## src/rtl/lifo_access_arbiter.sv

```systemverilog
// Round-robin arbiter that shares one synchronous LIFO among NUM_REQ push/pop clients.
// Optional statistics counters are enabled with `define LIFO_ARB_STATS_EN.
module lifo_access_arbiter #(
  parameter int NUM_REQ = 2,
  parameter int DW      = 4
) (
  input  logic                  clk,
  input  logic                  rst,
  input  logic [NUM_REQ-1:0]    req,
  input  logic [NUM_REQ-1:0]    op,
  input  logic [NUM_REQ*DW-1:0] wdata,
  output logic [NUM_REQ-1:0]    gnt,
  output logic [NUM_REQ-1:0]    err,
  output logic [NUM_REQ-1:0]    rvalid,
  output logic [DW-1:0]         rdata,
  output logic [DW-1:0]         lifo_din,
  output logic                  lifo_wr_en,
  output logic                  lifo_rd_en,
  input  logic [DW-1:0]         lifo_dout,
  input  logic                  lifo_empty,
  input  logic                  lifo_full
`ifdef LIFO_ARB_STATS_EN
  ,
  output logic [15:0]           stat_push,
  output logic [15:0]           stat_pop,
  output logic [15:0]           stat_rej
`endif
);

  localparam int PW = (NUM_REQ > 1) ? $clog2(NUM_REQ) : 1;

  typedef enum logic [1:0] {
    S_IDLE    = 2'd0,
    S_ISSUE   = 2'd1,
    S_CAPTURE = 2'd2
  } state_t;

  state_t               r_state;
  logic [PW-1:0]        r_rr_ptr;
  logic [PW-1:0]        r_win;
  logic                 r_op;
  logic [DW-1:0]        r_wdata;
  logic [DW-1:0]        r_rdata;
  logic [NUM_REQ-1:0]   r_gnt;
  logic [NUM_REQ-1:0]   r_rvalid;

  logic [PW-1:0]        w_pick;
  logic [NUM_REQ-1:0]   w_win_oh;
  logic                 w_issue_push;
  logic                 w_issue_pop;
  logic                 w_reject;

  function automatic logic [NUM_REQ-1:0] f_onehot(input logic [PW-1:0] idx);
    f_onehot = {{(NUM_REQ-1){1'b0}}, 1'b1} << idx;
  endfunction

  // Scan downwards so the requester closest after ptr is the last (winning) assignment.
  function automatic logic [PW-1:0] f_pick(input logic [NUM_REQ-1:0] req_v,
                                           input logic [PW-1:0]      ptr);
    logic [PW-1:0] pick;
    int            idx;
    pick = ptr;
    for (int i = NUM_REQ; i >= 1; i--) begin
      idx = (int'(ptr) + i) % NUM_REQ;
      if (req_v[idx]) begin
        pick = PW'(idx);
      end
    end
    return pick;
  endfunction

  // Flags are judged only in ISSUE so a write landing just before still counts.
  assign w_pick       = f_pick(req, r_rr_ptr);
  assign w_win_oh     = f_onehot(r_win);
  assign w_issue_push = (r_state == S_ISSUE) && !r_op && !lifo_full;
  assign w_issue_pop  = (r_state == S_ISSUE) &&  r_op && !lifo_empty;
  assign w_reject     = (r_state == S_ISSUE) && !w_issue_push && !w_issue_pop;

  assign gnt        = r_gnt;
  assign err        = w_reject ? w_win_oh : {NUM_REQ{1'b0}};
  assign rvalid     = r_rvalid;
  assign rdata      = r_rdata;
  assign lifo_din   = r_wdata;
  assign lifo_wr_en = w_issue_push;
  assign lifo_rd_en = w_issue_pop;

  // Transaction sequencer: latch winner, issue one strobe, capture pop data.
  always_ff @(posedge clk or posedge rst) begin
    if (rst) begin
      r_state  <= S_IDLE;
      r_rr_ptr <= PW'(NUM_REQ - 1);
      r_win    <= {PW{1'b0}};
      r_op     <= 1'b0;
      r_wdata  <= {DW{1'b0}};
      r_rdata  <= {DW{1'b0}};
      r_gnt    <= {NUM_REQ{1'b0}};
      r_rvalid <= {NUM_REQ{1'b0}};
    end else begin
      case (r_state)
        S_IDLE: begin
          r_rvalid <= {NUM_REQ{1'b0}};
          if (|req) begin
            r_win   <= w_pick;
            r_op    <= op[w_pick];
            r_wdata <= wdata[w_pick*DW +: DW];
            r_gnt   <= f_onehot(w_pick);
            r_state <= S_ISSUE;
          end else begin
            r_gnt   <= {NUM_REQ{1'b0}};
            r_state <= S_IDLE;
          end
        end
        S_ISSUE: begin
          r_gnt    <= {NUM_REQ{1'b0}};
          r_rvalid <= {NUM_REQ{1'b0}};
          r_rr_ptr <= r_win;
          r_state  <= w_issue_pop ? S_CAPTURE : S_IDLE;
        end
        S_CAPTURE: begin
          r_gnt    <= {NUM_REQ{1'b0}};
          r_rdata  <= lifo_dout;
          r_rvalid <= w_win_oh;
          r_state  <= S_IDLE;
        end
        default: begin
          r_gnt    <= {NUM_REQ{1'b0}};
          r_rvalid <= {NUM_REQ{1'b0}};
          r_state  <= S_IDLE;
        end
      endcase
    end
  end

`ifdef LIFO_ARB_STATS_EN
  logic [15:0] r_stat_push;
  logic [15:0] r_stat_pop;
  logic [15:0] r_stat_rej;

  // Saturating event counters; a pop counts once its data is captured.
  always_ff @(posedge clk or posedge rst) begin
    if (rst) begin
      r_stat_push <= 16'd0;
      r_stat_pop  <= 16'd0;
      r_stat_rej  <= 16'd0;
    end else begin
      if (w_issue_push && (r_stat_push != 16'hFFFF)) begin
        r_stat_push <= r_stat_push + 16'd1;
      end
      if ((r_state == S_CAPTURE) && (r_stat_pop != 16'hFFFF)) begin
        r_stat_pop <= r_stat_pop + 16'd1;
      end
      if (w_reject && (r_stat_rej != 16'hFFFF)) begin
        r_stat_rej <= r_stat_rej + 16'd1;
      end
    end
  end

  assign stat_push = r_stat_push;
  assign stat_pop  = r_stat_pop;
  assign stat_rej  = r_stat_rej;
`endif

endmodule

```

## config.mk

```make
export PLATFORM = sky130hd
export DESIGN_NAME = lifo_access_arbiter
export DESIGN_NICKNAME = d
export VERILOG_FILES = /design/src/rtl/lifo_access_arbiter.sv
export SDC_FILE = /design/constraint.sdc
export NUM_CORES = 1
export LEC_CHECK = 0
export CAP_MARGIN = 40
export CORE_ASPECT_RATIO = 1.2
export CORE_MARGIN = 5
export CORE_UTILIZATION = 42
export CTS_CLUSTER_SIZE = 25
export DETAILED_ROUTE_END_ITERATION = 6
export HOLD_SLACK_MARGIN = 0.1
export PLACE_DENSITY = 0.84
export REMOVE_ABC_BUFFERS = 1
export SYNTH_ARGS = -nofsm -noshare
export SYNTH_HDL_FRONTEND = slang
export SYNTH_SLANG_ARGS = --single-unit
```

## constraint.sdc

```tcl
create_clock -name clk -period 2.5 [get_ports clk]
set_clock_uncertainty 0.15 [all_clocks]
set_input_delay 0.25 -clock clk [delete_from_list [all_inputs] [get_ports clk]]
set_output_delay 0.25 -clock clk [all_outputs]
set_load 0.005 [all_outputs]
```

==> metrics <==
Crit. End Element=output port; synthesis warning total=0; Die H=56.7 um; layout cells sized above 1=0.113; Main synth FF type=dfrtp_1; Routed WL=1700 um; CP max stage delay=0.53 ns; fin area=1150 sq um; CTS Hold Bufs=0; power density over cell area=between 900 and 1000 nW/um^2; Synth-to-Final Area Change=50.2%; GPL Wtd Cong=0.759; number of library cell types mapped by synthesis=23; Critical Path Start Type=register; vias in the first global route=671; total CTS buffers=3; outcome=finished clean; DRT iter0 DRCs=10; Placement Setup Slack=0.579 ns; post-cts resize count=0; Tightest Pin Transition=between 0.6 and 0.7 ns; sequential area share after synthesis=0.558; peak supply drop=550 uV; sequence of cells on the critical path=nand2b_1, nor3b_1, clkdlybuf4s50_1; CP delay by family, top=buffers and inverters; Initial DRT Pass Iterations=4; Layout Nets=127; cell area after synthesis=roughly 760 sq um; Final Hold Viols=0; WP data arrival=1.71 ns; Post-synth EDFFs=0; final worst-path cycle share=0.845; # Max-Cap Violations=0; largest net degree at the start of global routing=18; fin crit period=2.11 ns; Synth Register Bits=17; crit-path max FO=7; initial antenna violation count=0; via count=between 600 and 700; Post-DP Area=roughly 1100 sq um; Syn Area/Cell=around 11 sq um; PortBufs=35; Crit Path Category=reg -> out; Filler cells=~170; clk sinks=17; dpl cells=121; Post-synth ARST share=1.00; Slew headroom=0.588; final global-route overflow total=0; CTS tree=built; IO Pins=36; final std cells w/o fill=125; Initial Util=0.428; setup ws final=0.388 ns; Die ar.=2780 sq um; Site Rows=17; RSZ-0062 raised after global routing=false; Critical-path top delay cell=clkdlybuf4s50_1; Final TNS setup=0 ns; worst skew pair latency=0.29 ns; crit path from=r_state[1]$_DFF_PP0_; # DRC=0; clk slew on worst S/H paths=0.09 ns; hpwl dp=1380 um; Leakage=0.470 nW; Hold Crit Class=in -> async; Worst EP required=2.10 ns; Critical Path Stages=3; ANT nets after route=0; leading cell type in the layout, fill and taps excluded=clkdlybuf4s50_1; most frequent cells in the layout=35 x clkdlybuf4s50_1, 16 x dfrtp_1, 6 x o21ai_0; R2R Path Start=r_rr_ptr$_DFFE_PP1N_; Clk Tree Root Cell=clkbuf_4; Avg WL per Cell=13.6 um; max-slew violation count=0; worst path bufs/invs=1; H-Tree Depth=1; first-pass GRT wire length=2800 um; Post-Syn Instances=between 60 and 70; # setup viols final=0; R2R depth=3; post-CTS setup buffers=0; FMAX=0.474 GHz; vias per inst=about 5.2; core area=1790 sq um; total track usage=0.129; CTS max path bufs=2; Antenna Cells=0; die width=about 49 um
==> worst paths after layout <==
path / end / slack [ns]
worst min register to register: rdata[3]$_DFFE_PP0N_ / 0.36
worst min-delay path: r_win$_DFFE_PP0P_ / 0.19
max in group asynchronous: gnt[0]$_DFF_PP0_ / 1.61
worst max register to register: r_win$_DFFE_PP0P_ / 0.97
min in group clk: rdata[3]$_DFFE_PP0N_ / 0.36
worst max-delay path: lifo_rd_en / 0.39
==> Yosys cell counts, types with 2 or more instances <==
cell type / number / share of area
a21oi_1: 5 / 0.033
a31oi_1: 5 / 0.041
dfrtp_1: 16 / 0.52
inv_1: 2 / 0.0098
mux2_2: 4 / 0.059
nand2_1: 2 / 0.0098
nand2b_1: 2 / 0.016
nand3_1: 5 / 0.033
nor2_1: 5 / 0.025
nor3_1: 4 / 0.026
nor3b_1: 2 / 0.020
o21ai_0: 6 / 0.039
==> power breakdown <==
| group | switching, W | internal [W] |
|---|---|---|
| sequential | 0.0000800 | 0.000396 |
| clock | 0.0000829 | 0.0000620 |
| combinational | 0.000211 | 0.000312 |
| total | 0.000374 | 0.000770 |
==> cell families (layout without fill, tap and decap cells) <==
| kind of cell | Yosys count | after routing | synth area share |
|---|---|---|---|
| and+or+nand+nor | 25 | 25 | 0.195 |
| AOI/OAI and AO/OA | 16 | 16 | 0.113 |
| buffers and inverters | 5 | 42 | 0.0426 |
| muxes | 6 | 6 | 0.0916 |
| DFF | 17 | 17 | 0.558 |
==> routing by layer <==
layer  vias to the layer above  track usage  routed length [um]
li1                        319            -                   -
met1                       303        0.120                 643
met2                        30        0.243                 866
met3                         4       0.0239                 141
met4                         0       0.0923                  44
met5                         -            0                   0
==> stage by stage <==
stage	total power, W	util	hold slack (ns)
after floorplan	0.000731	-	0.0253
after global placement	0.000993	0.628	0.336
after detailed placement	0.00102	0.628	0.343
after CTS	0.00116	0.643	0.219
after global routing	0.00122	0.643	0.265
final	0.00114	0.643	0.191
==> cell type report <==
cell class                 count  area (sq um)  share of cell area
clock buffer                   4          26.3              0.0229
inverter                       3          16.3              0.0142
multi-input combinational     47           305               0.266
sequential                    17           427               0.371
tap                           19          23.8              0.0207
timing repair buffer          35           350               0.305
==> state kept, by name, summed over array words and instances, names as in the netlist <==
signal	flops
lifo_din	4
rdata	4
gnt	2
r_state	2
rvalid	2
r_op	1
r_rr_ptr	1
r_win	1
Note: power is estimated with default switching activity, not from simulation.
